==> src/rtl/imm_gen_pipe.sv <==
// imm_gen_pipe: registered immediate generator with PC-relative target behind a 2-entry skid buffer
module imm_gen_pipe #(
  parameter int XLEN      = 32,
  parameter int IMM_SRC_W = 3
) (
  input  logic                 clk,
  input  logic                 rst,
  input  logic                 flush,
  input  logic                 in_valid,
  output logic                 in_ready,
  input  logic [31:0]          in_instr,
  input  logic [IMM_SRC_W-1:0] in_imm_src,
  input  logic [XLEN-1:0]      in_pc,
  output logic                 out_valid,
  input  logic                 out_ready,
  output logic [XLEN-1:0]      out_imm,
  output logic [XLEN-1:0]      out_target,
  output logic                 out_illegal,
  output logic [31:0]          out_instr
);
  typedef enum logic [1:0] {EMPTY, ONE, TWO} state_t;
  state_t state, state_nx;
  logic rdy_q, acc, drn, ill, zx;
  logic [2:0] sel;
  logic [31:0] i32, shamt, m_instr, s_instr;
  logic [XLEN-1:0] imm, tgt, m_imm, m_tgt, s_imm, s_tgt;
  logic m_ill, s_ill;
  always_comb begin
    sel   = in_imm_src[2:0];
    ill   = in_imm_src > IMM_SRC_W'(6);
    shamt = XLEN == 64 ? {26'b0, in_instr[25:20]} : {27'b0, in_instr[24:20]};
    i32   = ill       ? 32'b0 :
            sel == 0  ? {{20{in_instr[31]}}, in_instr[31:20]} :
            sel == 1  ? {{20{in_instr[31]}}, in_instr[31:25], in_instr[11:7]} :
            sel == 2  ? {{20{in_instr[31]}}, in_instr[7], in_instr[30:25], in_instr[11:8], 1'b0} :
            sel == 3  ? {{12{in_instr[31]}}, in_instr[19:12], in_instr[20], in_instr[30:21], 1'b0} :
            sel == 4  ? {in_instr[31:12], 12'b0} :
            sel == 5  ? shamt :
            sel == 6  ? {27'b0, in_instr[19:15]} : 32'b0;
    // shamt and zimm are zero-extended; every other format sign-extends bit 31 of i32
    zx    = ill || sel == 5 || sel == 6;
    imm   = zx ? XLEN'(i32) : XLEN'($signed(i32));
    tgt   = in_pc + imm;
    acc   = in_valid & rdy_q;
    drn   = out_valid & out_ready;
  end
  always_comb begin
    state_nx = flush          ? EMPTY :
               state == EMPTY ? (acc ? ONE : EMPTY) :
               state == ONE   ? (acc == drn ? ONE : acc ? TWO : EMPTY) :
                                (drn ? ONE : TWO);
  end
  always_ff @(posedge clk) begin
    if (rst) begin
      state <= EMPTY;
      rdy_q <= 1'b1;
    end else begin
      state <= state_nx;
      rdy_q <= state_nx != TWO;
    end
  end
  always_ff @(posedge clk) begin
    if (rst) begin
      m_imm   <= '0;
      m_tgt   <= '0;
      m_ill   <= 1'b0;
      m_instr <= '0;
      s_imm   <= '0;
      s_tgt   <= '0;
      s_ill   <= 1'b0;
      s_instr <= '0;
    end else begin
      if (acc && (state == EMPTY || drn)) begin
        m_imm   <= imm;
        m_tgt   <= tgt;
        m_ill   <= ill;
        m_instr <= in_instr;
      end else if (drn && state == TWO) begin
        m_imm   <= s_imm;
        m_tgt   <= s_tgt;
        m_ill   <= s_ill;
        m_instr <= s_instr;
      end
      if (acc && state == ONE && !drn) begin
        s_imm   <= imm;
        s_tgt   <= tgt;
        s_ill   <= ill;
        s_instr <= in_instr;
      end
    end
  end
  always_comb begin
    out_valid   = state != EMPTY;
    in_ready    = rdy_q;
    out_imm     = m_imm;
    out_target  = m_tgt;
    out_illegal = m_ill;
    out_instr   = m_instr;
  end
endmodule

==> config.mk <==
export PLATFORM = sky130hd
export DESIGN_NAME = imm_gen_pipe
export DESIGN_NICKNAME = d
export VERILOG_FILES = /design/src/rtl/imm_gen_pipe.sv
export SDC_FILE = /design/constraint.sdc
export NUM_CORES = 1
export LEC_CHECK = 0
export ABC_AREA = 0
export CORE_ASPECT_RATIO = 0.7
export CORE_MARGIN = 10
export CORE_UTILIZATION = 45
export DETAILED_ROUTE_END_ITERATION = 10
export PLACE_DENSITY = 0.7
export SYNTH_ARGS = -nofsm -noshare
export SYNTH_HDL_FRONTEND = slang
export SYNTH_SLANG_ARGS = --single-unit
==> constraint.sdc <==
create_clock -name clk -period 8 [get_ports clk]
set_clock_uncertainty 0.15 [all_clocks]
set_input_delay 0.8 -clock clk [delete_from_list [all_inputs] [get_ports clk]]
set_output_delay 0.8 -clock clk [all_outputs]
set_load 0.05 [all_outputs]
==> impl_metrics.csv, run 1 <==
group,metric,value,unit
detailed_routing,drc,0,
critical_path,critPathArrivalTime,5.54,ns
job,maxCapViolations,0,
clock_network,worstSkewPairLatency,0.44,ns
placement,portBuffers,170,
logic_synthesis,synth_top_area_share,40.3,%
critical_path,crit_slowest_cell,"clkdlybuf4s50_1",
critical_path,crit_end,"out_target[29]",
placement,gp_congestion,0.937,
logic_synthesis,async_flop_share,0,%
critical_path,worstSetupStartpoint,"in_imm_src[2]",
die,start_util,45.4,%
logic_synthesis,synth_most_common_cell,"nand2_1",
logic_synthesis,yosysUniqueCellTypes,56,
timing,max-slew-margin-rel,23.4,%
grt,grt.overflow.total,0,
grt,grt_max_degree,105,
cells_and_area,regArea,3940,µm²
clock_network,htree_num_levels,4,
logic_synthesis,ys_seq_area_share,40.3,%
critical_path,cp-end-kind,"register",
critical_path,critical_path.cell_chain,"clkdlybuf4s50_1 -> nor3b_2 -> nand2_1 -> o21ai_0 -> ha_1 -> a21oi_1 -> o21bai_1 -> a2111oi_0 -> o31ai_1 -> nor2_1 -> a2bb2oi_1 -> nand4_1 -> a31oi_1",
timing,finalSetupViolations,0,
critical_path,reg2reg_slack,4.40,ns
cells_and_area,nFillCells,2010,
logic_synthesis,avgSynthCellArea,7.55,µm²
cells_and_area,layout.nets,1497,
grt,antenna_found_initial,2,
logic_synthesis,syn_inst,1295,
detailed_routing,first_pass_iters,5,
power_and_ir_drop,irDropWorstVdd,128,µV
detailed_routing,routed_wl,33.8,mm
timing,period_minus_slack,5.33,ns
detailed_routing,vias,9768,
detailed_routing,first_iter_violations,1175,
die,num_rows,45,
die,io_pins,171,
die,dieArea,28100,µm²
critical_path,crit_required,8.20,ns
cells_and_area,syn_to_final_growth,24.4,%
critical_path,cp_slowest_stage_delay,1.13,ns
logic_synthesis,yosys.area.top_type,"dfxtp_1",
logic_synthesis,synthFlopType,"dfxtp_1",
cells_and_area,final_util,56.5,%
placement,dp_slack,2.35,ns
critical_path,path_class,"primary input to register",
timing,worst_pin_slew,1.15,ns
grt,grt_first_pass_wirelength,52.3,mm
clock_network,cts_root_buf,"clkbuf_16",
timing,fin_setup_tns,0,ns
detailed_routing,ant_nets,0,
grt,grt_use_total,23.3,%
critical_path,cp-start-kind,"primary input",
die,core,21500,µm²
detailed_routing,wl_per_cell,20.0,µm
timing,hold_viol,0,
timing,final.setup.worst_slack,2.67,ns
clock_network,postCtsSetupRepairBufs,0,
logic_synthesis,synth_area,9770,µm²
clock_network,numCtsBuffers,17,
logic_synthesis,ys_warn_count,0,
critical_path,regToRegEndpoint,"out_imm[13]",
clock_network,cts_max_path_buffers,2,
run_status,status,"finished clean",
die,die_height,143,µm
clock_network,clock_sinks,197,
logic_synthesis,yosys-top-cells-area,"dfxtp_1 40%, nand2_1 11%, nor2_1 6.6%",
placement,hpwl,23.3,mm
detailed_routing,vias_per_cell,5.79,
logic_synthesis,synth_fp_nets,1400,
logic_synthesis,synth_edf_count,0,
timing,rsz0062_at_grt,"false",
timing,finalMaxSlewViolations,0,
clock_network,path_clk_slew,0.08,ns
die,die_w,196,µm
power_and_ir_drop,p_total,2.60,mW
clock_network,cts-hold-fix-buffers,0,
logic_synthesis,ys_seq_elements,197,
power_and_ir_drop,p_leak,4.54,nW
cells_and_area,multi_input_area,5430,µm²
clock_network,cts_tree,"done",
power_and_ir_drop,power_density,214,nW/µm²
timing,max_freq,187,MHz
critical_path,reg2reg_depth,7,
grt,grt_pass1_vias,8873,
min_path,hold_class,"register to register",
critical_path,regToRegStartpoint,"state[0]",
critical_path,critPathMaxFanout,30,
clock_network,cts-resized-gates,0,
cells_and_area,drive_above_1_share,4.56,%
timing,period_share,66.7,%
logic_synthesis,synthTopCellsByCount,"286 x nand2_1, 197 x dfxtp_1, 172 x nor2_1, 111 x a21oi_1, 102 x clkbuf_1",
==> layout make-up <==
type                       instances  share of cell area, %
inverter                          14                  0.432
antenna                            1                 0.0206
sequential                       197                   32.4
timing repair buffer             181                   14.7
clock buffer                      18                   3.61
clock inverter                    14                   1.28
multi-input combinational        981                   44.6
tap                              282                   2.90
==> cell usage in the layout (no fill, tap or decap), types with 6 or more instances in the layout <==
cell,instances
nand2_1,286
dfxtp_1,197
nor2_1,170
clkdlybuf4s50_1,169
a21oi_1,110
a311oi_1,52
nor3_1,38
o21ai_0,34
ha_1,32
a21o_1,31
xnor2_1,19
nand3_1,18
a211oi_1,18
clkbuf_16,17
a31oi_1,16
a22oi_1,15
nor4_1,14
inv_1,13
nor2b_1,12
buf_4,11
o22ai_1,10
and3_1,9
xor2_1,8
mux2i_1,7
o211ai_1,6
nand4_1,6
o21a_1,6
a22o_1,6
o21bai_1,6
inv_6,6
==> layer usage <==
metal,vias up,global-route usage [%],wire length (µm)
met5,-,0,31
met1,4605,34.5,15900
met2,400,32.7,13900
met3,37,6.03,3460
li1,4722,-,-
met4,4,5.17,386
==> power breakdown <==
part / switching [mW] / internal [mW]
registers: 0.0319 / 1.03
logic: 0.435 / 0.229
clock network: 0.448 / 0.427
total: 0.915 / 1.69
==> cells by family (layout without fill, tap and decap cells) <==
logic type	after synthesis	after routing	share of synthesized area [%]
AND/OR/NAND/NOR	577	577	24.8
AO/OA/AOI/OAI	337	337	22.9
flip-flops	197	197	40.3
XOR/XNOR	27	27	2.42
buffers and inverters	117	227	4.49
other	0	1	0
multiplexers	7	7	0.717
adder cells (fa/ha/maj)	33	33	4.30
==> sequential cells by signal, indices dropped and copies added (netlist names) <==
signal and flops:
out_instr 32, state 2, s_ill 1, in_ready 1
s_imm 32, out_target 32, out_imm 32, out_illegal 1
s_tgt 32, s_instr 32
==> critical path, delay by kind of cell <==
family	cells	cell delay [ns]
AOI/OAI and AO/OA	7	1.66
and+or+nand+nor	4	1.51
buffers and inverters	1	1.13
adders and majority gates	1	0.43
==> through the flow <==
| stage | area, µm² | hold WS, ns | cells |
|---|---|---|---|
| after floorplan | 9770 | 0.282 | 1295 |
| after global placement | 11600 | 0.291 | 1655 |
| after detailed placement | 11600 | 0.297 | 1655 |
| after CTS | 12200 | 0.308 | 1687 |
| after global routing | 12200 | 0.321 | 1687 |
| final | 12200 | 0.308 | 1688 |
==> worst min-delay path by stage <==
stage                              to  depth (start not counted)  startpoint  slack, ns
after global routing        s_tgt[20]                          2   s_tgt[20]       0.32
after floorplan           out_imm[12]                          2   s_imm[12]       0.28
after global placement    out_imm[17]                          2   s_imm[17]       0.29
after CTS                    s_imm[6]                          2    s_imm[6]       0.31
final                       s_imm[10]                          2   s_imm[10]       0.31
after detailed placement  out_imm[17]                          2   s_imm[17]       0.30
(Power assumes the default switching activity.)
==> inputs of run 2 (changes only) <==
Settings changed: PLACE_DENSITY 0.7 to 0.72.
Clock period 8 ns to 4.79 ns, I/O delays scaled along.
==> run 2 against run 1 <==
Compared with the run above: sequential share of layout area shrank 0.53 points; sequential cell count is the same; clock power grew 70%; largest cell class unchanged; final area grew 1.6%; power grew 69%; sequential power grew 68%; global-route usage shrank 0.35 points.
==> impl_metrics.csv, run 2 (synthesized netlist as in run 1, its figures left out) <==
group,metric,value,unit
run_status,status,"finished clean",
cells_and_area,final_area,12400,µm²
clock_network,postCtsSetupRepairBufs,0,
power_and_ir_drop,combPwrFrac,25.7,%
clock_network,cts_max_path_buffers,2,
placement,gp_congestion,0.922,
die,dieArea,28100,µm²
placement,placedInstanceArea,11700,µm²
detailed_routing,vias,9742,
critical_path,regToRegEndpoint,"out_imm[15]",
power_and_ir_drop,switching_share,34.3,%
power_and_ir_drop,power_density,356,nW/µm²
timing,max-slew-margin-rel,20.9,%
grt,grt_use_total,23.0,%
detailed_routing,ant_nets,0,
detailed_routing,wl_per_cell,19.3,µm
clock_network,worstSkewPairLatency,0.44,ns
placement,hpwl,23.4,mm
grt,top_usage_layer,"met1",
clock_network,clock_sinks,197,
critical_path,critPathMaxFanout,8,
grt,met2_usage,32.6,%
detailed_routing,routed_wl,33.1,mm
grt,grt.met1_usage,33.0,%
detailed_routing,first_iter_violations,1161,
job,maxCapViolations,0,
clock_network,numCtsBuffers,17,
min_path,hp-start,"s_instr[15]",
min_path,min_to,"s_instr[15]",
timing,rsz0062_at_grt,"false",
clock_network,cts_tree,"done",
cells_and_area,drive_above_1_share,5.96,%
detailed_routing,first_pass_iters,5,
min_path,whs_path_depth,2,
timing,fin_setup_tns,0,ns
placement,portBuffers,170,
die,start_util,45.4,%
die,core,21500,µm²
clock_network,path_clk_slew,0.08,ns
die,io_pins,171,
timing,period_minus_slack,4.39,ns
critical_path,regToRegStartpoint,"state[0]",
timing,finalMaxSlewViolations,0,
cells_and_area,nFillCells,1955,
detailed_routing,drc,0,
min_path,hold_class,"register to register",
power_and_ir_drop,irDropWorstVdd,264,µV
clock_network,cts-hold-fix-buffers,0,
die,die_w,196,µm
clock_network,cts_root_buf,"clkbuf_16",
power_and_ir_drop,power_frac_clock,33.9,%
grt,grt.overflow.total,0,
grt,grt_pass1_vias,8936,
cells_and_area,mostFrequentLayoutCells,"286 x nand2_1, 197 x dfxtp_1, 170 x nor2_1, 169 x clkdlybuf4s50_1, 110 x a21oi_1",
critical_path,critPathArrivalTime,4.57,ns
die,num_rows,45,
timing,hold_viol,0,
critical_path,crit_required,4.97,ns
critical_path,cp-start-kind,"primary input",
timing,max_freq,228,MHz
critical_path,reg2reg_depth,6,
timing,worst_pin_slew,1.19,ns
grt,grt_max_degree,109,
critical_path,reg2reg_slack,2.12,ns
clock_network,cts-resized-gates,0,
cells_and_area,layout.nets,1519,
die,die_height,143,µm
clock_network,htree_num_levels,4,
power_and_ir_drop,internal-power,2.89,mW
power_and_ir_drop,seqPwrFrac,40.4,%
critical_path,path_class,"primary input to register",
power_and_ir_drop,power.switching,1.51,mW
cells_and_area,layout_commonest_cell,"nand2_1",
grt,antenna_found_initial,2,
power_and_ir_drop,p_leak,4.66,nW
timing,finalSetupViolations,0,
timing,period_share,91.6,%
grt,met3_usage,7.31,%
critical_path,cp-end-kind,"register",
grt,grt_first_pass_wirelength,51.7,mm
cells_and_area,syn_to_final_growth,26.5,%
detailed_routing,vias_per_cell,5.69,
## run 2: cell count changes in the layout (fill, tap and decap cells not counted), sizes merged
cell / delta
buf: +22
bufinv: +1
clkinv: -1
diode: +1
## run 2: layout make-up
class | instances | area (µm²) | share of cell area [%]
Multi-Input combinational cell | 981 | 5430 | 43.9
Sequential cell | 197 | 3940 | 31.9
Timing Repair Buffer | 203 | 1960 | 15.9
Clock buffer | 18 | 439 | 3.55
Tap cell | 282 | 353 | 2.85
Clock inverter | 14 | 176 | 1.43
Inverter | 14 | 52.6 | 0.425
Antenna cell | 2 | 5.00 | 0.0405
## run 2: power by group through the flow
stage	clock [mW]	sequential, mW	combinational, mW
6_report	1.49	1.78	1.13
5_1_grt	1.59	1.79	1.21
4_1_cts	1.51	1.78	1.12
3_5_place_dp	0	1.81	1.12
3_3_place_gp	0	1.81	1.11
2_1_floorplan	0	2.06	0.469
## run 2: worst max-delay path by stage
stage	start	end	slack (ns)	cells past startpoint
after floorplan	in_imm_src[0]	out_target[30]	0.78	15
after global placement	in_imm_src[0]	out_target[29]	0.20	15
after detailed placement	in_imm_src[0]	out_target[29]	0.05	15
after CTS	in_imm_src[0]	out_target[29]	0.49	15
after global routing	in_imm_src[1]	out_target[31]	0.06	15
final	in_imm_src[0]	out_target[31]	0.40	15
## run 2: metal layers
metal  vias up  part of all wire, %
met3        26                  9.7
met2       345                   42
met1      4597                   47
li1       4774                    -
met5         -                    0
met4         0                  1.2
## run 2: metrics by stage
stage | utilization, % | cells | total power [mW] | hold slack (ns) | setup WS, ns
2_1_floorplan | - | 1295 | 2.53 | 0.282 | 0.781
3_3_place_gp | 54.6 | 1677 | 2.93 | 0.289 | 0.196
3_5_place_dp | 54.6 | 1677 | 2.93 | 0.297 | 0.0528
4_1_cts | 57.4 | 1709 | 4.41 | 0.308 | 0.493
5_1_grt | 57.4 | 1709 | 4.59 | 0.326 | 0.0593
6_report | 57.5 | 1711 | 4.40 | 0.306 | 0.400
## run 2: critical path, stage by stage
cell,delay [ns]
clkdlybuf4s50_1,0.62
nor2b_1,0.33
nor2_1,0.13
buf_4,0.17
mux2i_1,0.10
o21ai_0,0.42
ha_1,0.38
a21oi_1,0.29
o211ai_2,0.15
nor3b_1,0.18
o32a_1,0.43
a31oi_1,0.29
o21ai_0,0.17
xnor2_1,0.17
a31o_2,0.25
==> inputs of run 3 (changes only) <==
Settings changed: CTS_BUF_LIST set to sky130_fd_sc_hd__clkbuf_4 sky130_fd_sc_hd__clkbuf_8.
==> run 3 against run 2 <==
Compared with the run above: cell count unchanged; routed wire length down 0.77%; maximum frequency is 2.3% higher; sequential power about the same; first-iteration DRC count fell by 12%; sequential share of layout area up 0.50 points; non-clock buffer count unchanged; critical endpoint unchanged; largest cell class unchanged.
==> impl_metrics.csv, run 3 (synthesized netlist as in run 1, its figures left out) <==
group,metric,value,unit
clock_network,cts-resized-gates,0,
clock_network,postCtsSetupRepairBufs,0,
timing,hold-worst-slack,0.303,ns
detailed_routing,vias_per_cell,5.69,
detailed_routing,drc,0,
power_and_ir_drop,seqPwrFrac,43.9,%
timing,finalSetupViolations,0,
detailed_routing,met2_length,13.7,mm
grt,grt_pass1_vias,8913,
critical_path,cp_slowest_stage_delay,0.62,ns
placement,place_inst,1677,
detailed_routing,routed_wl,32.8,mm
cells_and_area,fin_cells,1711,
placement,dp_slack,0.0528,ns
critical_path,worst-path-buf-inv,2,
die,die_w,196,µm
clock_network,cts_root_buf,"clkbuf_8",
job,maxCapViolations,0,
grt,grt_use_total,22.7,%
cells_and_area,layout.nets,1519,
timing,final.setup.worst_slack,0.500,ns
die,dieArea,28100,µm²
critical_path,critical_path.cell_chain,"clkdlybuf4s50_1 -> nor2b_1 -> nor2_1 -> buf_4 -> mux2i_1 -> o21ai_0 -> ha_1 -> a21oi_1 -> o211ai_2 -> nor3b_1 -> o32a_1 -> a31oi_1 -> o21ai_0 -> xnor2_1 -> a31o_2",
clock_network,cts_max_path_buffers,2,
cells_and_area,syn_to_final_growth,24.5,%
clock_network,cts_tree,"done",
detailed_routing,vias,9731,
grt,grt.overflow.total,0,
run_status,status,"finished clean",
grt,grt_first_pass_wirelength,51.4,mm
die,num_rows,45,
critical_path,path_class,"primary input to register",
timing,finalMaxSlewViolations,0,
critical_path,cp-start-kind,"primary input",
timing,period_share,89.6,%
die,start_util,45.4,%
power_and_ir_drop,irDropWorstVdd,188,µV
min_path,hold_class,"primary input to register",
critical_path,critPathArrivalTime,4.52,ns
power_and_ir_drop,combPwrFrac,27.9,%
clock_network,worstSkewPairLatency,0.49,ns
cells_and_area,layout_commonest_cell,"nand2_1",
detailed_routing,first_pass_iters,5,
detailed_routing,first_iter_violations,1024,
detailed_routing,wl_per_cell,19.2,µm
die,core,21500,µm²
timing,hold_viol,0,
die,die_height,143,µm
grt,grt_max_degree,109,
detailed_routing,met3_length,2.96,mm
power_and_ir_drop,power_frac_clock,28.2,%
timing,worst_pin_slew,1.18,ns
critical_path,cp-end-kind,"register",
timing,max_freq,233,MHz
timing,fin_setup_tns,0,ns
detailed_routing,ant_nets,0,
die,io_pins,171,
critical_path,crit_family,"compound AO/OA/AOI/OAI gates",
placement,gp_congestion,0.922,
power_and_ir_drop,p_total,4.05,mW
clock_network,path_clk_slew,0.11,ns
critical_path,crit_top_cell,"o21ai_0",
cells_and_area,mostFrequentLayoutCells,"286 x nand2_1, 197 x dfxtp_1, 170 x nor2_1, 169 x clkdlybuf4s50_1, 110 x a21oi_1",
critical_path,crit_slowest_cell,"clkdlybuf4s50_1",
grt,antenna_found_initial,2,
power_and_ir_drop,power.switching,1.46,mW
clock_network,cts-hold-fix-buffers,0,
power_and_ir_drop,internal-power,2.58,mW
clock_network,clock_sinks,197,
detailed_routing,wl_met1,15.7,mm
timing,period_minus_slack,4.29,ns
timing,max-slew-margin-rel,21.1,%
power_and_ir_drop,power_density,332,nW/µm²
placement,portBuffers,170,
power_and_ir_drop,p_leak,4.57,nW
timing,rsz0062_at_grt,"false",
placement,hpwl,23.4,mm
clock_network,htree_num_levels,4,
cells_and_area,drive_above_1_share,5.96,%
critical_path,critPathMaxFanout,8,
detailed_routing,top_layer,"met4",
power_and_ir_drop,switching_share,36.2,%
clock_network,numCtsBuffers,17,
critical_path,crit_required,5.02,ns
[run 3: cell count changes in the layout (fill, tap and decap cells not counted)]
cell,change
clkbuf_16,-17
clkbuf_8,+17
[run 3: routing by layer]
layer / GRT usage, % / up-vias
met5: 0 / -
met4: 5.45 / 0
met3: 6.82 / 33
met2: 32.3 / 351
met1: 32.7 / 4579
li1: - / 4768
[run 3: power by group through the flow]
stage                     combinational, mW  clock (mW)  sequential [mW]
final                                  1.13        1.14             1.78
after CTS                              1.12        1.16             1.78
after floorplan                       0.469           0             2.06
after detailed placement               1.12           0             1.81
after global routing                   1.21        1.23             1.79
after global placement                 1.11           0             1.81
[run 3: final timing paths]
path	slack (ns)	depth (start not counted)	end	from
worst min-delay path	0.30	2	state[0]	rst
worst max-delay path	0.50	15	out_target[31]	in_imm_src[0]
worst min register to register	0.31	2	s_ill	s_ill
worst max register to register	2.11	6	out_imm[15]	state[0]
[run 3: cell type report]
class / instances / area, µm²
clock inverter: 14 / 176
tap: 282 / 353
clock buffer: 18 / 248
antenna: 2 / 5.00
inverter: 14 / 52.6
fill: 1976 / 9340
timing repair buffer: 203 / 1960
multi-input combinational: 981 / 5430
sequential: 197 / 3940
[run 3: stage by stage]
stage / utilization [%] / cell area (µm²)
floorplan: - / 9770
global placement: 54.6 / 11700
detailed placement: 54.6 / 11700
CTS: 56.6 / 12200
global route: 56.6 / 12200
finish: 56.6 / 12200
